<file path="src/rtl/display_scan_counter_pkg.sv">
// ============================================================================
//  disp_pkg
//  Shared types and helpers for the multiplexed seven-segment display scanner.
//  Revision: 1.0
// ============================================================================
`default_nettype none

package disp_pkg;

    localparam int NUM_DIGITS = 4;

    typedef enum logic {
        ST_BLANK = 1'b0,
        ST_SHOW  = 1'b1
    } state_t;

    // Active-high one-hot digit pattern for a 2-bit digit index.
    function automatic logic [NUM_DIGITS-1:0] onehot4(input logic [1:0] idx);
        onehot4 = 4'b0001 << idx;
    endfunction

endpackage

`default_nettype wire

</file>
<file path="src/rtl/display_scan_counter_prescaler.sv">
// ============================================================================
//  scan_prescaler
//  Divides the system clock down to a one-cycle tick every DIV_MAX enabled clocks.
//  Revision: 1.0
// ============================================================================
`default_nettype none

module scan_prescaler #(
    parameter int DIV_MAX = 50000
) (
    input  logic clock,
    input  logic reset,
    input  logic enable,
    output logic tick
);

    localparam int              c_dw       = $clog2(DIV_MAX);
    localparam logic [c_dw-1:0] c_div_last = c_dw'(DIV_MAX - 1);

    logic [c_dw-1:0] div_cnt_q;
    logic [c_dw-1:0] div_cnt_d;
    logic            w_at_last;

    assign w_at_last = (div_cnt_q == c_div_last);
    // A frozen counter parked on its last value must not fire while disabled.
    assign tick      = enable && w_at_last;

    always_comb begin
        div_cnt_d = div_cnt_q;
        if (enable) begin
            div_cnt_d = w_at_last ? '0 : div_cnt_q + 1'b1;
        end
    end

    always_ff @(posedge clock or posedge reset) begin
        if (reset) begin
            div_cnt_q <= '0;
        end else begin
            div_cnt_q <= div_cnt_d;
        end
    end

endmodule

`default_nettype wire

</file>
<file path="src/rtl/display_scan_counter.sv">
// ============================================================================
//  display_scan_counter
//  Digit index and anode scanner for a 4-digit multiplexed display, with a
//  blanking gap after every digit change.
//  Revision: 1.0
// ============================================================================
`default_nettype none

module display_scan_counter
    import disp_pkg::*;
#(
    parameter int DIV_MAX          = 50000,
    parameter int BLANK_CYCLES     = 16,
    parameter int ANODE_ACTIVE_LOW = 1
) (
    input  logic       clock,
    input  logic       reset,
    input  logic       enable,
    output logic       saida1Contador,
    output logic       saida2Contador,
    output logic [3:0] anode,
    output logic       frame_done
);

    localparam int              c_bw         = (BLANK_CYCLES > 0) ? $clog2(BLANK_CYCLES + 1) : 1;
    localparam logic [c_bw-1:0] c_blank_last = c_bw'((BLANK_CYCLES > 0) ? BLANK_CYCLES - 1 : 0);

    generate
        if (DIV_MAX < 2 || BLANK_CYCLES < 0 || BLANK_CYCLES >= DIV_MAX) begin : g_bad_params
            $error("display_scan_counter: need DIV_MAX >= 2 and 0 <= BLANK_CYCLES < DIV_MAX");
        end
    endgenerate

    state_t          state_q;
    state_t          state_d;
    logic [1:0]      idx_q;
    logic [1:0]      idx_d;
    logic [c_bw-1:0] blank_cnt_q;
    logic [c_bw-1:0] blank_cnt_d;
    logic            frame_done_q;
    logic            frame_done_d;
    logic            w_tick;
    logic            w_blank_done;
    logic [3:0]      w_lit;

    scan_prescaler #(
        .DIV_MAX (DIV_MAX)
    ) u_prescaler (
        .clock  (clock),
        .reset  (reset),
        .enable (enable),
        .tick   (w_tick)
    );

    // With no blanking configured the blank state still occupies one clock.
    assign w_blank_done = (BLANK_CYCLES == 0) || (blank_cnt_q == c_blank_last);

    always_comb begin
        state_d      = state_q;
        idx_d        = idx_q;
        blank_cnt_d  = blank_cnt_q;
        frame_done_d = 1'b0;
        if (!enable) begin
            state_d     = ST_BLANK;
            blank_cnt_d = '0;
        end else if (state_q == ST_BLANK) begin
            if (w_blank_done) begin
                state_d     = ST_SHOW;
                blank_cnt_d = '0;
            end else begin
                blank_cnt_d = blank_cnt_q + 1'b1;
            end
        end else if (w_tick) begin
            idx_d        = idx_q + 1'b1;
            state_d      = ST_BLANK;
            blank_cnt_d  = '0;
            frame_done_d = (idx_q == 2'd3);
        end
    end

    always_ff @(posedge clock or posedge reset) begin
        if (reset) begin
            state_q      <= ST_BLANK;
            idx_q        <= 2'd0;
            blank_cnt_q  <= '0;
            frame_done_q <= 1'b0;
        end else begin
            state_q      <= state_d;
            idx_q        <= idx_d;
            blank_cnt_q  <= blank_cnt_d;
            frame_done_q <= frame_done_d;
        end
    end

    assign w_lit          = (state_q == ST_SHOW) ? onehot4(idx_q) : 4'b0000;
    assign anode          = (ANODE_ACTIVE_LOW != 0) ? ~w_lit : w_lit;
    assign saida1Contador = idx_q[1];
    assign saida2Contador = idx_q[0];
    assign frame_done     = frame_done_q;

endmodule

`default_nettype wire

</file>
<file path="config.mk">
export PLATFORM = sky130hd
export DESIGN_NAME = display_scan_counter
export DESIGN_NICKNAME = d
export VERILOG_FILES = /design/src/rtl/display_scan_counter_pkg.sv /design/src/rtl/display_scan_counter_prescaler.sv /design/src/rtl/display_scan_counter.sv
export SDC_FILE = /design/constraint.sdc
export NUM_CORES = 1
export LEC_CHECK = 0
export BUFFER_PORTS_ARGS = -buffer_cell sky130_fd_sc_hd__buf_2
export CAP_MARGIN = 20
export CELL_PAD_IN_SITES_DETAIL_PLACEMENT = 0
export CELL_PAD_IN_SITES_GLOBAL_PLACEMENT = 2
export CORE_MARGIN = 1.5
export CORE_UTILIZATION = 40
export CTS_CLUSTER_DIAMETER = 60
export DETAILED_ROUTE_END_ITERATION = 16
export PLACE_DENSITY = 0.81
export RECOVER_POWER = 25
export SYNTH_ARGS = -nofsm -noshare
export SYNTH_HDL_FRONTEND = slang
export SYNTH_SLANG_ARGS = --single-unit
</file>
<file path="constraint.sdc">
create_clock -name clock -period 4.1 [get_ports clock]
set_input_delay 0.82 -clock clock [delete_from_list [all_inputs] [get_ports clock]]
set_output_delay 0.82 -clock clock [all_outputs]
set_load 0.02 [all_outputs]
</file>
* After elaboration in Yosys (flattened, before gate mapping)
Index checks and enable logic that the tools add are counted.
W data, S select, Z words.
** Cells by class
- Add/sub/neg operators :: 3
- Equality and inequality tests :: 4
- Shift-type cells :: 1
- Muxes and demuxes :: 13
- Bitwise gates (word level) :: 1
- Reduce and logical (&&, ||, !) cells :: 2
** Operators with widths (number)
- $mux W5 :: 4
- $add A16 B1 Y16 const B :: 1
- $eq A16 B16 Y1 const B :: 1
- $mux W16 :: 1
- $mux W1 :: 7
- $add A5 B1 Y5 const B :: 1
- $eq A5 B4 Y1 const B :: 1
- $mux W4 :: 1
- $not A4 Y4 :: 1
- $shl A1 B2 Y4 const A :: 1
- $ne A3 B2 Y1 const B :: 1
- $reduce_and A3 Y1 :: 1
- $add A2 B1 Y2 const B :: 1
- $eq A2 B2 Y1 const B :: 1
- $logic_and A1 B1 Y1 :: 1
** Storage, ports and cells
- Flip-flop bits (word level) :: 25
- Input bits :: 3
- Output and inout bits :: 7
- Logic and storage cells :: 29

* Logic depth before layout (Yosys ltp)
- Depth after elaboration :: 5
- Mapped depth :: 5
- Gate-level depth less buffers :: 5

* By module
From an unflattened synthesis, not the netlist that was laid out.
** Unflattened totals
- Cells, all modules :: 127
- Area, all modules :: 1297.5 sq um
** Modules (own cells, without submodules)
- scan_prescaler :: times used 1, cells each 75, area each 794.5 sq um, seq. area each 400.4 sq um
- display_scan_counter :: times used 1, cells each 52, area each 503.0 sq um, seq. area each 225.2 sq um

* Least setup slack after synthesis
No wires, ideal clock.
- Kind :: register to register
- From :: register u_prescaler.div_cnt_q[12]
- To :: register idx_q[1]
- Setup time :: 0.125 ns
- Data arrival time :: 2.034 ns
- Data required time :: 3.975 ns
- Path slack :: 1.941 ns
- Stages on the path, launching flop included :: 5
- Clock period less this slack :: 2.159 ns
- Cells stage by stage :: dfrtp_1 > or4b_4 > or4_4 > or2_4 > mux2_4
** Between the ends
- Longest elaborated chain between the ends :: 3
** RTL lines
- start, declared :: line display_scan_counter_prescaler.sv:20 : logic [c_dw-1:0] div_cnt_q;
- start signal, assigned :: line display_scan_counter_prescaler.sv:39 : div_cnt_q <= div_cnt_d;
- $eq A16 B16 Y1 :: line display_scan_counter_prescaler.sv:24 : assign w_at_last = (div_cnt_q == c_div_last);
- $logic_and A1 B1 Y1 :: line display_scan_counter_prescaler.sv:26 : assign tick = enable && w_at_last;
- $reduce_and A3 Y1 (no line)
- end signal, assigned :: line display_scan_counter.sv:89 : idx_q <= idx_d;
- end, declared :: line display_scan_counter.sv:36 : logic [1:0] idx_q;
No other way between the ends.
A chain may end at the register's enable or synchronous reset.

* Final worst setup path
Same ends and word-level chain as after synthesis.

==> impl_metrics.yaml <==
synth:
  synth.most_common_cell: "dfrtp_1"
  yosysWarnings: 0
  netlist_area_um2: 1310
  yosysTopAreaCell: "dfrtp_1"
  synthArstFlopShare_pct: 100
  syn_area_per_cell_um2: 10.1
  synth.distinct_cells: 32
  synth_ff_type: "dfrtp_1"
  synth.area.top_cells: "dfrtp_1, xnor2_1, ha_1"
  synth_nets: 138
  synth_commonest_cells: "dfrtp_1, nand2_1, nor2_1"
  synth_edf_count: 0
  synth_seq_cells: 25
  seq_area_frac_synth_pct: 47.9
  synth_top_area_share_pct: 47.9
  netlist_instances: 129
finish:
  diodes: 0
  multi_input_area_um2: 643
  final_core_util_pct: 46.5
  fill_cells: 320
  drive_gt1_share_pct: 14.2
  regArea_um2: 626
  syn2layout_area_growth_pct: 9.48
  nets: 151
power:
  swShare_pct: 30.2
  power_density_nw_per_um2: 358
  internal_power_mw: 0.357
  p_sw_mw: 0.154
  p_leak_nw: 0.626
  combPwrFrac_pct: 15.7
  seqPwrFrac_pct: 63.0
  ir_drop_mv: 0.239
  p_clk_share_pct: 21.3
critical_path:
  crit_family: "simple AND/OR/NAND/NOR gates"
  crit_required_ns: 4.32
  critPathKind: "register to register"
  crit_path_end_kind: "register"
  slowest_stage: "or4b_4"
  worstPathArrival_ns: 2.43
  cp_max_fo: 5
  path_cells: "or4b_4, or4_4, or2_4, mux2_4"
  crit_path_start_kind: "register"
  crit_buf_inv: 0
  slowest_delay_ns: 0.57
sta:
  post-route-period-util_pct: 53.8
  finClkSkew_ns: 0.0109
  min_period_ns: 2.21
  hold_viol_final: 0
  setup_violations: 0
  rsz0062_at_grt: "false"
  max_freq_mhz: 453
  relSlewSlack_pct: 46.1
  setup-tns-final_ns: 0
  drv_slew: 0
  worstMarginPinSlew_ns: 0.809
die:
  dieArea_um2: 3620
  dieHeight_um: 60.1
  core_area_um2: 3080
  initial_core_util_pct: 42.4
  row_count: 20
  io_pins: 10
  dieWidth_um: 60.1
cts:
  clk_path_buf_depth: 2
  cts_resized: 0
  h-tree-depth: 1
  clkTransAtPathRegs_ns: 0.14
  cts-buffers-inserted: 3
  clockRootBuffer: "clkbuf_4"
  clock_latency_ns: 0.31
  postCtsSetupBuffers: 0
  cts.sinks: 25
  cts_tree: "built"
  cts_hold_buf: 0
global_routing:
  grt_usage_pct: 15.5
  grt_max_degree: 26
  grt_pass1_wl_um: 4220
  grt_pass1_vias: 947
  grt-ovfl-total: 0
  grt_antenna_before_repair: 0
drt:
  dr.pass1.iters: 4
  wire_per_inst_um: 12.8
  postRouteAntennaNets: 0
  vias: 967
  drt_iter0_markers: 31
  drc: 0
  wl_um: 2370
  vias_per_cell: 5.23
placed_design:
  hpwlAfterDp_um: 1700
  place_congestion: 0.744
  io_buffer_count: 9
run_status:
  status: "complete, no violations"
flow_run:
  maxCapViolCount: 0
min_path:
  min-delay-path-class: "input pin to asynchronous set/reset pin"
## layer usage
layer  global-route usage, %  part of all wire [%]  wire length (µm)  vias to the layer above
met5                       0                     0                 0                        -
li1                        -                     -                 -                      476
met1                    20.1                    49              1170                      472
met4                    5.71                  0.80                19                        0
met2                    26.4                    47              1100                       17
met3                    1.95                   3.1                73                        2
## power by group through the flow
stage               combinational (mW)  clock, mW  sequential (mW)
global placement                0.0787          0            0.326
detailed placement              0.0811          0            0.327
floorplan                       0.0684          0            0.316
finish                          0.0801      0.109            0.322
CTS                             0.0818      0.115            0.322
global route                    0.0953      0.126            0.327
## worst paths after layout
check / endpoint / slack, ns / cells past startpoint / start
max in group asynchronous: idx_q[0]$_DFFE_PP0P_ / 2.57 / 3 / reset
hold / removal: u_prescaler.div_cnt_q[3]$_DFFE_PP0P_ / 0.46 / 2 / reset
setup reg to reg: idx_q[1]$_DFFE_PP0P_ / 1.89 / 4 / u_prescaler.div_cnt_q[12]$_DFFE_PP0P_
hold reg to reg: u_prescaler.div_cnt_q[15]$_DFFE_PP0P_ / 0.51 / 1 / u_prescaler.div_cnt_q[15]$_DFFE_PP0P_
setup / recovery: idx_q[1]$_DFFE_PP0P_ / 1.89 / 4 / u_prescaler.div_cnt_q[12]$_DFFE_PP0P_
min in group clock: u_prescaler.div_cnt_q[15]$_DFFE_PP0P_ / 0.51 / 1 / u_prescaler.div_cnt_q[15]$_DFFE_PP0P_
## sequential cells by signal (all words and copies together), names as in the netlist
signal and cells:
state_q 1, u_prescaler.div_cnt_q 16, idx_q 2, blank_cnt_q 5
frame_done 1
## kinds of logic (layout without fill, tap and decap cells)
group           after synthesis  after routing  share of synthesized area (%)
simple gates                 57             57                           24.7
flops                        25             25                           47.9
compound gates               14             14                           6.61
xor+xnor                     14             14                           9.39
buf+inv                      10             22                           2.87
fa+ha+maj                     6              6                           5.75
mux                           3              3                           2.78
## metrics by stage
step	hold slack, ns	area, µm²	power, mW	setup WS, ns	instances
2_1_floorplan	0.445	1310	0.384	1.94	129
3_3_place_gp	0.492	1400	0.404	1.87	180
3_5_place_dp	0.491	1400	0.408	1.84	180
4_1_cts	0.518	1430	0.518	1.88	184
5_1_grt	0.493	1430	0.549	1.77	185
6_report	0.459	1430	0.512	1.89	185
## cell usage in the layout, fill, tap and decap left out
| cell type | netlist | routed |
|---|---|---|
| dfrtp_1 | 25 | 25 |
| nand2_1 | 13 | 13 |
| nor2_1 | 11 | 11 |
| xnor2_1 | 9 | 9 |
| buf_2 | 0 | 9 |
| inv_1 | 8 | 8 |
| nand3_1 | 7 | 7 |
| nand4_1 | 6 | 6 |
| ha_1 | 6 | 6 |
| xor2_1 | 5 | 5 |
| o21ai_0 | 4 | 4 |
| o211ai_1 | 3 | 3 |
| a21oi_1 | 3 | 3 |
| and2_1 | 3 | 3 |
| clkbuf_4 | 0 | 3 |
| nand4bb_1 | 2 | 2 |
| nor4_1 | 2 | 2 |
| and3_1 | 2 | 2 |
| nor3_1 | 2 | 2 |
| and4_1 | 2 | 2 |
| o22ai_1 | 2 | 2 |
| or4b_4 | 1 | 1 |
| nor2b_1 | 1 | 1 |
| nor4_2 | 1 | 1 |
| or4_4 | 1 | 1 |
| or2_4 | 1 | 1 |
| mux2_4 | 1 | 1 |
| and3_2 | 1 | 1 |
| mux2i_1 | 1 | 1 |
| o21a_1 | 1 | 1 |
| o2bb2ai_1 | 1 | 1 |
| or3_1 | 1 | 1 |
| mux2_2 | 1 | 1 |
| clkinv_2 | 0 | 1 |
| clkbuf_1 | 2 | 1 |
## cell type report
class | count | share of cell area (%)
repair buffers | 10 | 3.41
multi-input cells | 94 | 45.0
well taps | 44 | 3.85
flip-flops and latches | 25 | 43.7
inverters | 8 | 2.10
clock inverters | 1 | 0.350
clock buffers | 3 | 1.57
Power figures use the tool's default switching activity.
